[src/rtl/cntr4dg_ctrl_if.sv]
// ---------------------------------------------------------------------------
// cntr4dg_ctrl_if
//   Groups the button/mode inputs and the display-driver outputs of the
//   4-digit counter control stage.
//
//   Signals:
//     I_BTN_UP, I_BTN_DN, I_BTN_CLR : raw push buttons, active-high, async
//     I_HEX                         : mode select (0 = BCD, 1 = hex), async
//     I_LZB                         : leading-zero blanking enable
//     O_DG3..O_DG0                  : digit nibbles, DG3 most significant
//     O_DOTS                        : decimal points, {3'b000, hex mode}
//     O_DRVEN                       : digit enables, active-high
//     O_WRAP                        : one-cycle pulse on counter wrap-around
//
//   Modports:
//     master : drives the buttons and observes the outputs (bench / board)
//     slave  : the counter control block itself
// ---------------------------------------------------------------------------
interface cntr4dg_ctrl_if;
  logic       I_BTN_UP;
  logic       I_BTN_DN;
  logic       I_BTN_CLR;
  logic       I_HEX;
  logic       I_LZB;
  logic [3:0] O_DG3;
  logic [3:0] O_DG2;
  logic [3:0] O_DG1;
  logic [3:0] O_DG0;
  logic [3:0] O_DOTS;
  logic [3:0] O_DRVEN;
  logic       O_WRAP;

  modport master (
    output I_BTN_UP, I_BTN_DN, I_BTN_CLR, I_HEX, I_LZB,
    input  O_DG3, O_DG2, O_DG1, O_DG0, O_DOTS, O_DRVEN, O_WRAP
  );

  modport slave (
    input  I_BTN_UP, I_BTN_DN, I_BTN_CLR, I_HEX, I_LZB,
    output O_DG3, O_DG2, O_DG1, O_DG0, O_DOTS, O_DRVEN, O_WRAP
  );
endinterface

[src/rtl/cntr4dg_ctrl.sv]
// ---------------------------------------------------------------------------
// cntr4dg_ctrl
//   Counter and control stage feeding a 4-digit multiplexed 7-segment driver.
//   Raw buttons and the mode switch are synchronised (2 flops) and debounced;
//   rising edges of the debounced UP/DN/CLR become one-cycle press events that
//   step a 4-digit BCD or hex up/down counter. Outputs carry the digits, the
//   dot pattern and the digit-enable mask with optional leading-zero blanking.
//
//   Parameters:
//     DEB_CYCLES : stable cycles required to accept a level change (2..65535)
//     DEB_W      : debounce counter width, must hold DEB_CYCLES-1
//
//   Ports:
//     I_CLK   : system clock
//     I_RESET : asynchronous reset, active-high
//     bus     : cntr4dg_ctrl_if.slave (buttons, mode, LZB in; display out)
//
//   All outputs are registered.
// ---------------------------------------------------------------------------
module cntr4dg_ctrl #(
  parameter int DEB_CYCLES = 7812,
  parameter int DEB_W      = 16
) (
  input  logic          I_CLK,
  input  logic          I_RESET,
  cntr4dg_ctrl_if.slave bus
);

  localparam logic [DEB_W-1:0] DEB_LAST = DEB_W'(DEB_CYCLES - 1);

  // Bit positions of the four conditioned inputs.
  localparam int IN_UP  = 0;
  localparam int IN_DN  = 1;
  localparam int IN_CLR = 2;
  localparam int IN_HEX = 3;

  // -------------------------------------------------------------------------
  // Two-stage synchroniser for all four asynchronous inputs
  // -------------------------------------------------------------------------
  logic [3:0] raw_in;
  logic [3:0] sync1_q, sync1_d;
  logic [3:0] sync2_q, sync2_d;

  assign raw_in = {bus.I_HEX, bus.I_BTN_CLR, bus.I_BTN_DN, bus.I_BTN_UP};

  always_comb begin
    sync1_d = raw_in;
    sync2_d = sync1_q;
  end

  always_ff @(posedge I_CLK or posedge I_RESET) begin
    if (I_RESET) begin
      sync1_q <= 4'b0000;
      sync2_q <= 4'b0000;
    end else begin
      sync1_q <= sync1_d;
      sync2_q <= sync2_d;
    end
  end

  // -------------------------------------------------------------------------
  // Per-input debounce: the counter runs only while the synced level differs
  // from the accepted level; reaching DEB_CYCLES-1 with the levels still
  // different accepts the new level. Any return to agreement restarts it, so
  // shorter glitches are swallowed.
  // -------------------------------------------------------------------------
  logic [3:0] deb_lvl;

  generate
    for (genvar gi = 0; gi < 4; gi++) begin : g_deb
      logic [DEB_W-1:0] cnt_q, cnt_d;
      logic             lvl_q, lvl_d;

      always_comb begin
        cnt_d = cnt_q;
        lvl_d = lvl_q;
        if (sync2_q[gi] == lvl_q) begin
          cnt_d = '0;
        end else if (cnt_q == DEB_LAST) begin
          lvl_d = sync2_q[gi];
          cnt_d = '0;
        end else begin
          cnt_d = cnt_q + DEB_W'(1);
        end
      end

      always_ff @(posedge I_CLK or posedge I_RESET) begin
        if (I_RESET) begin
          cnt_q <= '0;
          lvl_q <= 1'b0;
        end else begin
          cnt_q <= cnt_d;
          lvl_q <= lvl_d;
        end
      end

      assign deb_lvl[gi] = lvl_q;
    end
  endgenerate

  // -------------------------------------------------------------------------
  // Edge detection on the debounced levels
  // -------------------------------------------------------------------------
  logic [3:0] deb_dly_q, deb_dly_d;
  logic       up_ev_q, up_ev_d;
  logic       dn_ev_q, dn_ev_d;
  logic       clr_ev_q, clr_ev_d;
  logic       mode_chg;

  always_comb begin
    deb_dly_d = deb_lvl;
    up_ev_d   = deb_lvl[IN_UP]  & ~deb_dly_q[IN_UP];
    dn_ev_d   = deb_lvl[IN_DN]  & ~deb_dly_q[IN_DN];
    clr_ev_d  = deb_lvl[IN_CLR] & ~deb_dly_q[IN_CLR];
  end

  // A mode flip (either direction) is seen here on the cycle right after the
  // debounced level moves, so the counter is cleared on that same edge. Any
  // arithmetic done before this point still used the old mode's digit limit,
  // so no out-of-range digit can appear in the new mode.
  assign mode_chg = deb_lvl[IN_HEX] ^ deb_dly_q[IN_HEX];

  always_ff @(posedge I_CLK or posedge I_RESET) begin
    if (I_RESET) begin
      deb_dly_q <= 4'b0000;
      up_ev_q   <= 1'b0;
      dn_ev_q   <= 1'b0;
      clr_ev_q  <= 1'b0;
    end else begin
      deb_dly_q <= deb_dly_d;
      up_ev_q   <= up_ev_d;
      dn_ev_q   <= dn_ev_d;
      clr_ev_q  <= clr_ev_d;
    end
  end

  // -------------------------------------------------------------------------
  // 4-digit counter with per-digit carry/borrow chain
  // -------------------------------------------------------------------------
  logic [3:0][3:0] dig_q, dig_d;
  logic            wrap_q, wrap_d;
  logic [3:0]      drven_q, drven_d;
  logic [3:0]      dots_q, dots_d;
  logic [3:0]      lim;
  logic            carry;

  always_comb begin
    dig_d  = dig_q;
    wrap_d = 1'b0;
    carry  = 1'b0;
    lim    = deb_lvl[IN_HEX] ? 4'hF : 4'h9;

    if (clr_ev_q || mode_chg) begin
      dig_d = '0;
    end else if (up_ev_q && dn_ev_q) begin
      // Simultaneous up and down cancel out.
      dig_d = dig_q;
    end else if (up_ev_q) begin
      // Carry ripples upward through every digit sitting at its limit.
      carry = 1'b1;
      for (int i = 0; i < 4; i++) begin
        if (carry) begin
          if (dig_q[i] == lim) begin
            dig_d[i] = 4'h0;
          end else begin
            dig_d[i] = dig_q[i] + 4'h1;
            carry    = 1'b0;
          end
        end
      end
      // Carry out of the top digit means every digit was at its limit.
      wrap_d = carry;
    end else if (dn_ev_q) begin
      // Borrow ripples upward through every zero digit.
      carry = 1'b1;
      for (int i = 0; i < 4; i++) begin
        if (carry) begin
          if (dig_q[i] == 4'h0) begin
            dig_d[i] = lim;
          end else begin
            dig_d[i] = dig_q[i] - 4'h1;
            carry    = 1'b0;
          end
        end
      end
      wrap_d = carry;
    end
  end

  // -------------------------------------------------------------------------
  // Display side: blanking is computed from the next digits so the enables
  // always line up with the digits they describe. I_LZB is quasi-static and
  // is used directly.
  // -------------------------------------------------------------------------
  always_comb begin
    if (!bus.I_LZB) begin
      drven_d = 4'b1111;
    end else begin
      drven_d[3] = (dig_d[3] != 4'h0);
      drven_d[2] = ((dig_d[3] | dig_d[2]) != 4'h0);
      drven_d[1] = ((dig_d[3] | dig_d[2] | dig_d[1]) != 4'h0);
      drven_d[0] = 1'b1;
    end
    dots_d = {3'b000, deb_lvl[IN_HEX]};
  end

  always_ff @(posedge I_CLK or posedge I_RESET) begin
    if (I_RESET) begin
      dig_q   <= '0;
      wrap_q  <= 1'b0;
      drven_q <= 4'b0001;
      dots_q  <= 4'b0000;
    end else begin
      dig_q   <= dig_d;
      wrap_q  <= wrap_d;
      drven_q <= drven_d;
      dots_q  <= dots_d;
    end
  end

  assign bus.O_DG3   = dig_q[3];
  assign bus.O_DG2   = dig_q[2];
  assign bus.O_DG1   = dig_q[1];
  assign bus.O_DG0   = dig_q[0];
  assign bus.O_DOTS  = dots_q;
  assign bus.O_DRVEN = drven_q;
  assign bus.O_WRAP  = wrap_q;

endmodule

[src/flat_wrapper.sv]
// flat-port wrapper written by rule: the top's interface ports become plain ports
module cntr4dg_ctrl_flat 
#(
  parameter int DEB_CYCLES = 7812,
  parameter int DEB_W      = 16
)
  (I_CLK, I_RESET, bus_I_BTN_UP, bus_I_BTN_DN, bus_I_BTN_CLR, bus_I_HEX, bus_I_LZB, bus_O_DG3, bus_O_DG2, bus_O_DG1, bus_O_DG0, bus_O_DOTS, bus_O_DRVEN, bus_O_WRAP);
  cntr4dg_ctrl_if bus_i ();
  input  logic I_CLK;
  input  logic I_RESET;
  input wire logic [$bits(bus_i.I_BTN_UP)-1:0] bus_I_BTN_UP;
  input wire logic [$bits(bus_i.I_BTN_DN)-1:0] bus_I_BTN_DN;
  input wire logic [$bits(bus_i.I_BTN_CLR)-1:0] bus_I_BTN_CLR;
  input wire logic [$bits(bus_i.I_HEX)-1:0] bus_I_HEX;
  input wire logic [$bits(bus_i.I_LZB)-1:0] bus_I_LZB;
  output wire logic [$bits(bus_i.O_DG3)-1:0] bus_O_DG3;
  output wire logic [$bits(bus_i.O_DG2)-1:0] bus_O_DG2;
  output wire logic [$bits(bus_i.O_DG1)-1:0] bus_O_DG1;
  output wire logic [$bits(bus_i.O_DG0)-1:0] bus_O_DG0;
  output wire logic [$bits(bus_i.O_DOTS)-1:0] bus_O_DOTS;
  output wire logic [$bits(bus_i.O_DRVEN)-1:0] bus_O_DRVEN;
  output wire logic [$bits(bus_i.O_WRAP)-1:0] bus_O_WRAP;
  assign bus_i.I_BTN_UP = bus_I_BTN_UP;
  assign bus_i.I_BTN_DN = bus_I_BTN_DN;
  assign bus_i.I_BTN_CLR = bus_I_BTN_CLR;
  assign bus_i.I_HEX = bus_I_HEX;
  assign bus_i.I_LZB = bus_I_LZB;
  assign bus_O_DG3 = bus_i.O_DG3;
  assign bus_O_DG2 = bus_i.O_DG2;
  assign bus_O_DG1 = bus_i.O_DG1;
  assign bus_O_DG0 = bus_i.O_DG0;
  assign bus_O_DOTS = bus_i.O_DOTS;
  assign bus_O_DRVEN = bus_i.O_DRVEN;
  assign bus_O_WRAP = bus_i.O_WRAP;
  cntr4dg_ctrl #(.DEB_CYCLES(DEB_CYCLES), .DEB_W(DEB_W)) u_core (.I_CLK(I_CLK), .I_RESET(I_RESET), .bus(bus_i));
endmodule
[config.mk]
export PLATFORM = sky130hd
export DESIGN_NAME = cntr4dg_ctrl_flat
export DESIGN_NICKNAME = d
export VERILOG_FILES = /design/src/rtl/cntr4dg_ctrl_if.sv /design/src/rtl/cntr4dg_ctrl.sv /design/src/flat_wrapper.sv
export SDC_FILE = /design/constraint.sdc
export NUM_CORES = 1
export LEC_CHECK = 0
export ABC_AREA = 1
export CORE_MARGIN = 8
export CORE_UTILIZATION = 25
export CTS_CLUSTER_DIAMETER = 40
export DETAILED_ROUTE_END_ITERATION = 12
export GPL_TIMING_DRIVEN = 0
export MAX_ROUTING_LAYER = met4
export SLEW_MARGIN = 20
export SYNTH_ARGS = -nofsm -noshare
export SYNTH_HDL_FRONTEND = slang
export SYNTH_SLANG_ARGS = --single-unit
[constraint.sdc]
create_clock -name I_CLK -period 4.3 [get_ports I_CLK]
set_input_delay 0.86 -clock I_CLK [delete_from_list [all_inputs] [get_ports I_CLK]]
set_output_delay 0.86 -clock I_CLK [all_outputs]
set_load 0.1 [all_outputs]
==> results of run 1 <==
## power by group
group          internal (mW)  switching, mW
combinational         0.0249         0.0693
clock                  0.470          0.401
sequential             0.982        0.00959
## cell families (layout without fill, tap and decap cells)
family	count (synthesis)	count (layout)	share of synthesized area, %
AOI/OAI and AO/OA	83	83	8.06
xor gates and xnor gates	22	22	3.35
adders and majority gates	13	13	2.83
buffers and inverters	122	166	8.60
DFF	103	103	44.9
muxes	4	4	0.784
other	2	4	0.131
and+or+nand+nor	384	384	31.4
## state kept, by name, indices dropped and copies added, names as in the netlist
register	flops
u_core.up_ev_q	1
u_core.clr_ev_q	1
u_core.g_deb.lvl_q	4
u_core.dn_ev_q	1
u_core.bus.O_WRAP	1
u_core.bus.O_DG0	4
u_core.deb_dly_q	4
u_core.bus.O_DG2	4
u_core.sync2_q	4
u_core.bus.O_DG3	4
u_core.sync1_q	4
u_core.g_deb.cnt_q	64
u_core.bus.O_DRVEN	3
u_core.bus.O_DG1	4
## metal layers
metal	wire, um	global-route usage (%)
met1	6340	12.7
met2	5690	14.5
met3	579	2.63
met4	70	2.10
met5	0	-
## worst max path at each step
stage / start / end / slack (ns) / depth (start not counted)
floorplan: I_RESET / u_core.bus.O_DG0[0] / 0.74 / 1
global placement: I_RESET / u_core.bus.O_DG1[3] / -0.91 / 2
detailed placement: u_core.bus.O_DG3[1] / bus_O_DG3[1] / 1.72 / 1
CTS: u_core.bus.O_DG3[1] / bus_O_DG3[1] / 1.31 / 1
global route: u_core.bus.O_DG3[1] / bus_O_DG3[1] / 1.28 / 1
finish: u_core.bus.O_DG3[1] / bus_O_DG3[1] / 1.35 / 1
## cells in the mapped netlist, types with 2 or more instances
library cell	instances	area, sq um
o21ai_0	27	135
nor4_1	14	87.6
nor3b_2	2	25.0
o211ai_1	4	30.0
clkinv_1	2	7.51
nor3_2	4	40.0
a21oi_1	34	170
o22ai_1	2	12.5
nor3b_1	10	75.1
nor3_1	28	140
o21a_1	4	30.0
o21ai_1	4	20.0
buf_4	6	45.0
nand2_2	3	18.8
conb_1	2	7.51
nand3_1	51	255
xnor2_1	5	43.8
dfrtp_1	103	2580
inv_1	105	394
o31ai_1	2	15.0
nand3_2	4	40.0
nand2_1	138	518
inv_2	3	11.3
nor2_4	2	22.5
buf_2	2	10.0
nor2_2	18	113
nor2_1	95	357
xor2_1	17	149
ha_1	13	163
nand4_1	11	68.8
a31oi_1	2	12.5
mux2_2	4	45.0
clkbuf_1	2	7.51
## cell type report
type	instances	area [sq um]	share of cell area (%)
Buffer	12	81.3	1.21
Clock buffer	10	229	3.40
Clock inverter	6	88.8	1.32
Inverter	110	418	6.21
Multi-Input combinational cell	510	2680	39.8
Sequential cell	103	2580	38.3
Tap cell	285	357	5.30
Timing Repair Buffer	28	298	4.42
## per-stage QoR
stage	std cells	instance area [sq um]	setup TNS, ns	hold WS, ns
global placement	1047	6380	-92.84	0.333
global route	1064	6730	0	0.358
floorplan	735	5750	0	0.331
detailed placement	1048	6410	0	0.336
CTS	1064	6730	0	0.354
finish	1064	6730	0	0.352
==> impl_metrics.json, run 1 <==
{
  "cts_buffer_depth": 2,
  "clk_pin_slew_worst_paths_ns": 0.08,
  "p_leak_nw": 3.09,
  "start_util_pct": 25.5,
  "fin_crit_sh_pct": 68.5,
  "cts_max_level": 3,
  "wire_per_inst_um": 11.9,
  "worst_slack_ns": 1.35,
  "setup_violations": 0,
  "dpl_worst_slack_ns": 1.72,
  "vias": 4718,
  "power_mw": 1.96,
  "grt_usage_pct": 9.63,
  "avgSynthCellArea_sq_um": 7.84,
  "grt_pass1_vias": 4464,
  "clock_sinks": 103,
  "finalNetCount": 794,
  "pin_count": 32,
  "min_path_type": "flip-flop to flip-flop",
  "finalHoldViolCount": 0,
  "rsz0062_at_grt": "false",
  "cts_root_buffer": "clkbuf_16",
  "tightest_slew_ns": 1.03,
  "die_area_sq_mm": 0.0281,
  "synth_ff_type": "dfrtp_1",
  "antenna_found_initial": 0,
  "netlist_area_sq_mm": 0.00575,
  "area_growth_pct": 17.1,
  "post_cts_buffers": 0,
  "drive_gt1_share_pct": 9.11,
  "chipWidth_um": 168,
  "drc": 0,
  "reg2regPathDepth": 7,
  "dr.pass1.iters": 4,
  "drtIter0Drc": 398,
  "mostFrequentLayoutCells": "nand2_1, inv_1, dfrtp_1",
  "maxSlewHeadroom_pct": 31.3,
  "gp_congestion": 0.826,
  "crit_fanout": 9,
  "vias_per_cell": 4.43,
  "seq_area_frac_synth_pct": 44.9,
  "worst-path-buf-inv": 1,
  "period_minus_slack_ns": 2.95,
  "portBuffers": 27,
  "startpoint_type": "flip-flop",
  "critPathKind": "flip-flop to output port",
  "required_ns": 3.44,
  "rows": 55,
  "finalMaxSlewViolations": 0,
  "cts_buffers": 9,
  "holdBufCountCts": 0,
  "antenna_left": 0,
  "critical_path.cell_chain": "clkdlybuf4s50_1",
  "die_y_um": 168,
  "fill_cells": 2404,
  "hpwl_mm": 9.30,
  "synth_edf_count": 0,
  "crit_path_top_delay_cell": "clkdlybuf4s50_1",
  "core_area_sq_mm": 0.0226,
  "grt.overflow.total": 0,
  "status": "finished clean",
  "fin_skew_ns": 0.00742,
  "cp_data_arrival_time_ns": 2.09,
  "ys_async_sr_fraction_pct": 100,
  "r2r_end": "u_core.bus.O_DG0[2]",
  "cpPeakStageDelay_ns": 1.21,
  "fin_util_pct": 29.8,
  "routed_wl_mm": 12.7,
  "fmax_ghz": 0.339,
  "vdd_ir_drop_max_mv": 0.164,
  "grt_pass1_wl_mm": 21.9,
  "power_density_mw_per_mm2": 291,
  "synth_cell_types": 43,
  "ys_warn_count": 0,
  "grt_max_degree": 56,
  "reg2reg_from": "u_core.g_deb[3].lvl_q",
  "cts_tree": "built",
  "max-cap-violations": 0,
  "syn-instance-count": 733,
  "clk_latency_ns": 0.35,
  "endpoint_kind": "output port",
  "worstHoldStart": "u_core.sync1_q[3]",
  "crit_family": "buffers and inverters",
  "reg2reg_slack_ns": 2.02,
  "antenna_cells": 0,
  "whs_endpoint": "u_core.sync2_q[3]",
  "final_common_cell": "nand2_1",
  "synth-seq-cells": 103,
  "post_cts_resized": 0,
  "hold_depth": 0
}
Power figures use the tool's default switching activity.
==> run 2: changes to the inputs <==
==> constraint.sdc (replaced) <==
create_clock -name I_CLK -period 2.44 [get_ports I_CLK]
set_input_delay 0.488 -clock I_CLK [delete_from_list [all_inputs] [get_ports I_CLK]]
set_output_delay 0.488 -clock I_CLK [all_outputs]
set_load 0.1 [all_outputs]
==> run 2 against run 1 <==
  * Combinational power is 84% higher
  * Sequential cell count unchanged
  * Clock skew increased by 0.0022 ns
  * Hold slack got worse by 0.0016 ns
  * Final cell count barely moved
  * Global-route usage is 0.13 points lower
  * First-iteration DRC count is 31% lower
  * Die area is the same
  * Via count rose by 1.0%
  * Largest cell class unchanged
  * Highest routed layer unchanged
==> impl_metrics.json, run 2 (synthesis gave the netlist of run 1 again) <==
{
  "status": "finished clean",
  "fin_setup_tns_ns": 0,
  "fmax_ghz": 0.429,
  "clk_latency_ns": 0.35,
  "period_minus_slack_ns": 2.33,
  "tightest_slew_ns": 0.987,
  "hpwl_mm": 9.49,
  "cts_buffer_depth": 2,
  "grt.overflow.total": 0,
  "endpoint_kind": "output port",
  "max-cap-violations": 0,
  "crit_family": "buffers and inverters",
  "required_ns": 1.95,
  "core_area_sq_mm": 0.0226,
  "fin_util_pct": 29.8,
  "critPathKind": "flip-flop to output port",
  "reg2regPathDepth": 11,
  "pin_count": 32,
  "regMostFlops": "u_core.g_deb.cnt_q",
  "cp_data_arrival_time_ns": 1.84,
  "p_leak_nw": 3.17,
  "drc": 0,
  "crit_fanout": 2,
  "holdWs_ns": 0.350,
  "use_met2_pct": 15.0,
  "finalHoldViolCount": 0,
  "final_common_cell": "nand2_1",
  "power_density_mw_per_mm2": 491,
  "cts_buffers": 9,
  "worst-path-buf-inv": 1,
  "start_util_pct": 25.5,
  "rows": 55,
  "grt_pass1_vias": 4512,
  "antenna_found_initial": 0,
  "vias": 4765,
  "cp-endpoint": "bus_O_DG3[2]",
  "routed_wl_mm": 12.6,
  "cp_num_cells": 1,
  "cts_tree": "built",
  "reg2reg_from": "u_core.g_deb[3].lvl_q",
  "finalMaxSlewViolations": 0,
  "chipWidth_um": 168,
  "die_y_um": 168,
  "drtIter0Drc": 274,
  "dr.pass1.iters": 5,
  "worstHoldStart": "u_core.sync1_q[2]",
  "cts_max_level": 3,
  "antenna_left": 0,
  "die_area_sq_mm": 0.0281,
  "min_path_type": "flip-flop to flip-flop",
  "mostFrequentLayoutCells": "nand2_1, inv_1, dfrtp_1",
  "crit_path_top_delay_cell": "clkdlybuf4s50_1",
  "area_growth_pct": 17.0,
  "post_cts_buffers": 0,
  "grt-busiest-layer": "met2",
  "grt_max_degree": 31,
  "portBuffers": 27,
  "final_area_sq_mm": 0.00672,
  "cts_root_buffer": "clkbuf_16",
  "clock_sinks": 103,
  "setup_violations": 0,
  "drive_gt1_share_pct": 9.49,
  "clk_pin_slew_worst_paths_ns": 0.07,
  "grt_pass1_wl_mm": 21.6,
  "finalNetCount": 796,
  "largest_register_ffs": 64,
  "dpl_cell_area_sq_mm": 0.00645,
  "reg2reg_slack_ns": 0.26,
  "critical_path.cell_chain": "clkdlybuf4s50_1",
  "wire_per_inst_um": 11.8,
  "cpPeakStageDelay_ns": 1.15,
  "grtUsageMet1_pct": 11.8,
  "gp_congestion": 0.848,
  "vias_per_cell": 4.47,
  "grt_usage_pct": 9.50,
  "fin_skew_ns": 0.00962,
  "power_mw": 3.30,
  "r2r_end": "u_core.bus.O_DRVEN[1]",
  "maxSlewHeadroom_pct": 34.0,
  "fill_cells": 2428,
  "antenna_cells": 0,
  "vdd_ir_drop_max_mv": 0.268,
  "startpoint_type": "flip-flop",
  "rsz0062_at_grt": "false",
  "startpoint": "u_core.bus.O_DG3[2]",
  "fin_crit_sh_pct": 95.6,
  "grtUsageMet3_pct": 2.21
}
## run 2: changes by cell type in the layout (fill, tap and decap cells not counted), sizes merged
cell / previous run / this run
inv: 111 / 108
dlymetal6s2s: 0 / 1
clkbuf: 13 / 14
clkdlybuf4s50: 27 / 12
bufinv: 1 / 0
clkinvlp: 0 / 2
buf: 10 / 12
dlygate4sd2: 0 / 14
## run 2: worst min path at each step
stage | cells past startpoint | endpoint | slack [ns]
after global routing | 0 | u_core.sync2_q[3] | 0.36
after CTS | 0 | u_core.sync2_q[2] | 0.35
final | 0 | u_core.sync2_q[2] | 0.35
after detailed placement | 0 | u_core.sync2_q[2] | 0.34
after floorplan | 0 | u_core.sync2_q[0] | 0.33
after global placement | 0 | u_core.sync2_q[3] | 0.34
## run 2: stage by stage
step | worst slack (ns) | cells
finish | 0.107 | 1065
floorplan | 0.0397 | 735
CTS | 0.0000291 | 1065
global placement | -0.531 | 1047
global route | 0.00479 | 1065
detailed placement | 0.217 | 1050
## run 2: cell type report
type                    count  area (sq um)  share of cell area (%)
multi-input cells         510          2680                    39.9
flip-flops and latches    103          2580                    38.4
inverters                 110           417                    6.20
well taps                 285           357                    5.31
repair buffers             30           323                    4.80
clock buffers              11           253                    3.76
plain buffers              12          81.3                    1.21
clock inverters             4          30.0                   0.447
## run 2: power breakdown
part           switching (mW)  total (mW)  internal (mW)
clock network           0.630        1.38          0.746
logic                   0.123       0.173         0.0499
registers              0.0165        1.75           1.73
total                   0.769        3.30           2.53
## run 2: repair_timing
item                       4_1_cts  5_1_grt
pin swaps                        0        0
hold buffers                     0        0
gates resized for setup         14        1
setup endpoints to repair       14        1
## run 2: metal layers
layer	wire, um	share of wire [%]
met1	5950	47
met2	5910	47
met3	512	4.1
met4	227	1.8
met5	0	0
==> run 3: changes to the inputs <==
--- a/config.mk
+++ b/config.mk
@@ -6,6 +6,7 @@
 export NUM_CORES = 1
 export LEC_CHECK = 0
 export ABC_AREA = 1
+export CAP_MARGIN = 10
 export CORE_MARGIN = 8
 export CORE_UTILIZATION = 25
 export CTS_CLUSTER_DIAMETER = 40
==> results of run 3 <==
Final layout, timing and power as in run 2 (identical DEF).
